**src/rtl/if_prefetch_stage.sv**
```systemverilog
// Instruction-fetch prefetch stage. Issues sequential or redirected fetch
// addresses to a pipelined, in-order instruction memory. Returned words are
// buffered in a small queue that feeds the IF/ID register. A redirect flushes
// the queue and marks every request still in flight as stale.
module if_prefetch_stage #(
  parameter int unsigned DEPTH    = 4,
  parameter logic [31:0] RESET_PC = 32'h0000_0000
) (
  input  logic        Clock,
  input  logic        Resetn,
  input  logic        redirect,
  input  logic [31:0] redirect_pc,
  input  logic        stall,
  output logic        im_req,
  output logic [31:0] im_addr,
  input  logic        im_rvalid,
  input  logic [31:0] im_rdata,
  output logic        if_valid,
  output logic [31:0] PC,
  output logic [31:0] if_pc4,
  output logic [31:0] if_Inst
);

  localparam int unsigned AW        = (DEPTH > 1) ? $clog2(DEPTH) : 1;
  localparam int unsigned CW        = $clog2(DEPTH + 1);
  localparam logic [CW:0] DEPTH_EXT = DEPTH[CW:0];

  logic [31:0]   fetch_pc_q, fetch_pc_d;
  logic [AW-1:0] rd_ptr_q, rd_ptr_d;
  logic [AW-1:0] wr_ptr_q, wr_ptr_d;
  logic [AW-1:0] side_rd_q, side_rd_d;
  logic [AW-1:0] side_wr_q, side_wr_d;
  logic [CW-1:0] count_q, count_d;
  logic [CW-1:0] outstanding_q, outstanding_d;
  logic [CW-1:0] drop_cnt_q, drop_cnt_d;
  logic          post_rst_q, post_rst_d;

  // Prefetch queue storage and the PCs of live in-flight requests.
  logic [31:0]   q_pc_q    [DEPTH];
  logic [31:0]   q_inst_q  [DEPTH];
  logic [31:0]   side_pc_q [DEPTH];

  logic          queue_empty;
  logic          space_ok;
  logic          rsp_live;
  logic          push;
  logic          pop;

  // Issue decision, response classification and the IF/ID-facing outputs
  always_comb begin
    queue_empty = (count_q == {CW{1'b0}});
    // Reserving queue space for every in-flight request (stale ones included)
    // means a returning word always has a slot.
    space_ok    = ({1'b0, count_q} + {1'b0, outstanding_q}) < DEPTH_EXT;
    im_req      = !Resetn && !post_rst_q && !redirect && space_ok;
    im_addr     = fetch_pc_q;
    if_valid    = !Resetn && !redirect && !queue_empty;
    if (Resetn) begin
      PC = RESET_PC;
    end else if (queue_empty) begin
      PC = fetch_pc_q;
    end else begin
      PC = q_pc_q[rd_ptr_q];
    end
    if_pc4 = PC + 32'd4;
    if (if_valid) begin
      if_Inst = q_inst_q[rd_ptr_q];
    end else begin
      if_Inst = 32'h0000_0000;
    end
    rsp_live = im_rvalid && (drop_cnt_q == {CW{1'b0}});
    push     = rsp_live && !redirect && !Resetn;
    pop      = if_valid && !stall;
  end

  // Next-state for the fetch address, queue/side-FIFO pointers and counters
  always_comb begin
    fetch_pc_d = fetch_pc_q;
    rd_ptr_d   = rd_ptr_q;
    wr_ptr_d   = wr_ptr_q;
    side_rd_d  = side_rd_q;
    side_wr_d  = side_wr_q;
    count_d    = count_q;
    drop_cnt_d = drop_cnt_q;
    post_rst_d = 1'b0;

    case ({im_req, im_rvalid})
      2'b10:   outstanding_d = outstanding_q + CW'(1'b1);
      2'b01:   outstanding_d = outstanding_q - CW'(1'b1);
      default: outstanding_d = outstanding_q;
    endcase

    if (redirect) begin
      fetch_pc_d = redirect_pc;
      rd_ptr_d   = {AW{1'b0}};
      wr_ptr_d   = {AW{1'b0}};
      side_rd_d  = {AW{1'b0}};
      side_wr_d  = {AW{1'b0}};
      count_d    = {CW{1'b0}};
      // No issue happens in a redirect cycle, so everything still in flight
      // after this edge belongs to the old path and must be discarded.
      drop_cnt_d = outstanding_d;
    end else begin
      if (im_req) begin
        fetch_pc_d = fetch_pc_q + 32'd4;
        side_wr_d  = side_wr_q + AW'(1'b1);
      end else begin
        fetch_pc_d = fetch_pc_q;
        side_wr_d  = side_wr_q;
      end
      if (push) begin
        wr_ptr_d  = wr_ptr_q + AW'(1'b1);
        side_rd_d = side_rd_q + AW'(1'b1);
      end else begin
        wr_ptr_d  = wr_ptr_q;
        side_rd_d = side_rd_q;
      end
      if (im_rvalid && !rsp_live) begin
        drop_cnt_d = drop_cnt_q - CW'(1'b1);
      end else begin
        drop_cnt_d = drop_cnt_q;
      end
      if (pop) begin
        rd_ptr_d = rd_ptr_q + AW'(1'b1);
      end else begin
        rd_ptr_d = rd_ptr_q;
      end
      case ({push, pop})
        2'b10:   count_d = count_q + CW'(1'b1);
        2'b01:   count_d = count_q - CW'(1'b1);
        default: count_d = count_q;
      endcase
    end
  end

  // Control state register with synchronous active-high reset
  always_ff @(posedge Clock) begin
    if (Resetn) begin
      fetch_pc_q    <= RESET_PC;
      rd_ptr_q      <= {AW{1'b0}};
      wr_ptr_q      <= {AW{1'b0}};
      side_rd_q     <= {AW{1'b0}};
      side_wr_q     <= {AW{1'b0}};
      count_q       <= {CW{1'b0}};
      outstanding_q <= {CW{1'b0}};
      drop_cnt_q    <= {CW{1'b0}};
      post_rst_q    <= 1'b1;
    end else begin
      fetch_pc_q    <= fetch_pc_d;
      rd_ptr_q      <= rd_ptr_d;
      wr_ptr_q      <= wr_ptr_d;
      side_rd_q     <= side_rd_d;
      side_wr_q     <= side_wr_d;
      count_q       <= count_d;
      outstanding_q <= outstanding_d;
      drop_cnt_q    <= drop_cnt_d;
      post_rst_q    <= post_rst_d;
    end
  end

  // Data storage; entries are qualified by the pointers so they need no reset
  always_ff @(posedge Clock) begin
    if (push) begin
      q_pc_q[wr_ptr_q]   <= side_pc_q[side_rd_q];
      q_inst_q[wr_ptr_q] <= im_rdata;
    end
    if (im_req) begin
      side_pc_q[side_wr_q] <= fetch_pc_q;
    end
  end

endmodule

```
**config.mk**
```make
export PLATFORM = sky130hd
export DESIGN_NAME = if_prefetch_stage
export DESIGN_NICKNAME = d
export VERILOG_FILES = /design/src/rtl/if_prefetch_stage.sv
export SDC_FILE = /design/constraint.sdc
export NUM_CORES = 1
export LEC_CHECK = 0
export BUFFER_PORTS_ARGS = -buffer_cell sky130_fd_sc_hd__buf_4
export CAP_MARGIN = 10
export CORE_ASPECT_RATIO = 0.6
export CORE_MARGIN = 5
export CORE_UTILIZATION = 60
export DETAILED_ROUTE_END_ITERATION = 12
export HOLD_SLACK_MARGIN = 0.08
export MAX_ROUTING_LAYER = met4
export PLACE_DENSITY = 0.81
export SYNTH_ARGS = -nofsm -noshare
export SYNTH_HDL_FRONTEND = slang
export SYNTH_SLANG_ARGS = --single-unit
```
**constraint.sdc**
```tcl
create_clock -name Clock -period 8.25 [get_ports Clock]
set_clock_uncertainty 0.2 [all_clocks]
set_input_delay 0 -clock Clock [delete_from_list [all_inputs] [get_ports Clock]]
set_output_delay 0 -clock Clock [all_outputs]
set_load 0.05 [all_outputs]
```
== Yosys cells after proc, flatten, opt, wreduce, memory -nomap -nowiden ==
Memory sizes are Yosys's and may differ from the RTL's. A register that Yosys moved wholly into a read port is not among the register bits.
Index checks and enable logic that the tools add are counted.
Cells by class
  multiply operators: 0
  $lt $le $gt $ge: 1
  reduce and logical (&&, ||, !) cells: 22
  multiplexer cells: 20
  equality and inequality tests: 4
  shift operators: 0
  div/mod/pow operators: 0
  add/sub/neg operators: 12
  bitwise logic cells: 0
Operator list (number)
  $mux W32: 5
  $add A32 B3 Y32 const B: 2
  $mux W2: 6
  $pmux W3 S2: 2
  $logic_and A1 B1 Y1: 10
  $sub A3 B1 Y3 const B: 3
  $add A2 B1 Y2 const B: 4
  $add A3 B1 Y3 const B: 2
  $logic_not A1 Y1: 6
  $logic_not A3 Y1: 2
  $mux W3: 2
  $reduce_bool A2 Y1: 3
  $mux W1: 5
  $add A3 B3 Y4: 1
  $eq A2 B1 Y1 const B: 2
  $eq A2 B2 Y1 const B: 2
  $lt A4 B3 Y1 const B: 1
  $reduce_or A2 Y1: 1
Word-level totals
  RAM bits: 384
  bits in read-only memories: 0
  output and inout bits: 130
  input bits: 69
  logic and storage cells: 71
  memories: 3
  latch bits: 0
  flip-flop bits (word level): 50
Memory list
  q_inst_q: depth 4, width 32, rd ports 1, clocked after Yosys merged registers in 1, wr ports 1, line 40  | logic [31:0] q_inst_q [DEPTH];
  q_pc_q: depth 4, width 32, rd ports 1, clocked after Yosys merged registers in 1, wr ports 1, line 39  | logic [31:0] q_pc_q [DEPTH];
  side_pc_q: depth 4, width 32, rd ports 1, clocked after Yosys merged registers in 1, wr ports 1, line 41  | logic [31:0] side_pc_q [DEPTH];

== Longest topological paths before layout ==
  depth after elaboration: 7
  mapped depth: 13
  depth with buffers taken out: 11

== Least setup slack after synthesis ==
OpenSTA, ideal clock, no wires.
  path type: flip-flop to output port
  start point: reg count_q[2]
  end point: out if_pc4[30]
  stages on the path, launching flop included: 12
  slack: 3776 ps
  arrival time: 4274 ps
  data required time: 8050 ps
  path buffers: 3
  cells stage by stage: dfxtp_1 > nor3_1 > buf_2 > buf_1 > clkbuf_1 > nand2_1 > a21oi_1 > ha_1 > nor3b_2 > nand4b_4 > a2111oi_4 > xor2_1
On the way
  cells in the longest elaborated chain, start to end: 4
Ends and longest elaborated chain
  start: declaration: line 33  | logic [CW-1:0] count_q, count_d;
  start signal: assignment: line 144  | count_q <= {CW{1'b0}};
  start signal: assignment: line 154  | count_q <= count_d;
  $logic_not A3 Y1: line 51  | queue_empty = (count_q == {CW{1'b0}});
  $mux W32: line 60  | end else if (queue_empty) begin
  $mux W32: line 58  | if (Resetn) begin
  named net PC[3]: line 19  | output logic [31:0] PC,
  $add A32 B3 Y32: line 65  | if_pc4 = PC + 32'd4;
  end: declaration: line 20  | output logic [31:0] if_pc4,
The timed path passes the listed nets, and every way through them passes these cells.

==> out/metrics.yaml <==
status: "finished clean"
grt_usage: 0.289
dieArea_um2: 34100
htree_levels: 2
routedWlPerCell_um: 25.1
clockRootBuffer: "clkbuf_16"
tns_ps: 0
ys_types: 59
vias_per_cell: 6.26
met2_usage: 0.456
tightest_slew_ps: 1070
worstSetupStartpointType: "flip-flop"
met1_usage: 0.396
ir_drop_mv: 0.196
async_flop_share: 0
end_kind: "output pin"
cts_tree: "yes"
max_slew_margin: 0.282
synth_cells: 1122
setup_viol: 0
utilization: 0.766
num_rows: 49
wl_um: 48100
hold_buffers: 163
crit_arrival_ps: 4460
area_growth_pct: 25.8
clk_pin_slew_ps: 70
synth_nets: 1209
clk_path_buf_depth: 3
cts.sinks: 438
max_clock_freq_mhz: 215
grt_overflow: 0
critPathKind: "flip-flop to output pin"
antenna_found_initial: 2
die_w_um: 235
drive_gt1_frac: 0.253
required_ps: 8050
grt_pass1_vias: 12345
drt_iter0_markers: 1530
p_total_uw: 4690
dr_total_vias: 11969
grt_max_degree: 79
yosys_register_bits: 438
hpwl_um: 29100
die_h_um: 145
finalNetCount: 1563
cts_buffers: 39
ys.flop_type: "edfxtp_1"
finalCriticalPeriod_ps: 4660
core-area_um2: 29900
synth_edf_count: 384
syn_area_per_cell_um2: 16.2
maxSlewViolCount: 0
initial_core_util: 0.609
drv_cap: 0
met3_usage: 0.0579
dr.pass1.iters: 8
clock_latency_ps: 550
cts_setup_buffers: 0
antenna_left: 0
fillCellCount: 1742
ios: 199
power.leakage_uw: 0.00808
synth_area_um2: 18200
min_period_over_period: 0.565
hold_path_class: "input port to flip-flop"
drc_errors: 0
powerDensity_nw_per_um2: 205
place.gp.congestion: 0.952
hold_viol: 0
ctsResizeCount: 0
grt-busiest-layer: "met2"
port_buffers: 198
ys_warn_count: 0
rsz0062_at_grt: "false"
yosysSeqAreaShare: 0.692
cp_max_fo: 43
grt_pass1_wl_um: 73700
-- cell families after synthesis --
group	after synthesis	synth area share
adder cells (fa/ha/maj)	18	0.0132
flip-flops	438	0.692
multiplexers	108	0.128
buffers and inverters	82	0.0205
XOR/XNOR	41	0.0197
AND/OR/NAND/NOR	319	0.0862
AO/OA/AOI/OAI	116	0.0402
-- cell type report --
| class | instances | area, um2 | share of cell area |
|---|---|---|---|
| flip-flops and latches | 438 | 12600 | 0.550 |
| multi-input cells | 602 | 5250 | 0.229 |
| repair buffers | 378 | 3250 | 0.142 |
| clock buffers | 49 | 1080 | 0.0469 |
| well taps | 408 | 510 | 0.0223 |
| clock inverters | 19 | 153 | 0.00666 |
| inverters | 17 | 63.8 | 0.00278 |
| diodes | 2 | 5.00 | 0.000218 |
-- final timing paths --
| check | slack [ps] | startpoint | end | depth (start not counted) |
|---|---|---|---|---|
| worst max-delay path | 3590 | flip-flop | if_pc4[25] | 8 |
| worst min-delay path | 180 | Resetn | im_addr[19] | 3 |
| worst max register to register | 4040 | im_addr[8] | im_addr[17] | 7 |
| worst min register to register | 340 | side_wr_q[1] | side_wr_q[1] | 2 |
-- per-layer routing --
metal,wire length (um),up-vias
met2,23500,693
met1,18800,6075
met5,0,-
met3,4680,94
met4,1120,0
li1,-,5107
-- sequential cells by signal, summed over array words and instances (netlist names), named ones only --
register,cells
q_inst_q,128
q_pc_q,128
side_pc_q,128
im_addr,32
count_q,3
drop_cnt_q,3
outstanding_q,3
rd_ptr_q,2
side_rd_q,2
side_wr_q,2
wr_ptr_q,2
post_rst_q,1
-- critical path, stage by stage, from the launching register on --
cell and delay [ps]:
dfxtp_4 940, buf_4 540, mux4_1 390, nand4_1 210
a221oi_4 460, nand3_1 370, nor3_1 550, xor2_1 190
buf_4 220
-- synth_stat cells, drive strengths merged (18+ instances only) --
cell type,count,area [um2]
o21ai,25,125
mux4,96,2210
nand4,21,138
xnor2,23,201
nand3,27,135
a21oi,53,269
edfxtp,384,11500
nor2,67,251
and3,38,238
dfxtp,54,1080
buf,32,185
clkbuf,33,125
nand2,105,397
xor2,18,158
-- cells in the final DEF (no fill, tap or decap), types with 13 or more instances in the layout --
cell and n:
nand4_1 20, and3_1 38, nand3_1 27, mux4_2 84
dlygate4sd3_1 163, o21ai_0 25, xnor2_1 23, clkbuf_16 41
inv_1 17, xor2_1 18, ha_1 16, edfxtp_1 384
buf_4 215, nand2_1 104, nor2_1 66, dfxtp_1 51
a21oi_1 52, clkinv_2 13, nor3_1 15
-- per-stage QoR --
| step | setup WS [ps] | hold slack (ps) | area (um2) | cells |
|---|---|---|---|---|
| floorplan | 3780 | -172 | 18200 | 1122 |
| global placement | 4240 | 1.70 | 20100 | 1680 |
| detailed placement | 4150 | 5.33 | 20100 | 1680 |
| CTS | 3570 | 115 | 22900 | 1911 |
| global route | 3300 | 207 | 22900 | 1913 |
| finish | 3590 | 184 | 22900 | 1913 |
-- power by group --
group | switching (uW) | internal, uW
sequential | 46.2 | 2460
clock | 775 | 989
combinational | 250 | 176
total | 1070 | 3620
No activity file was read; power rests on OpenSTA's default activity.
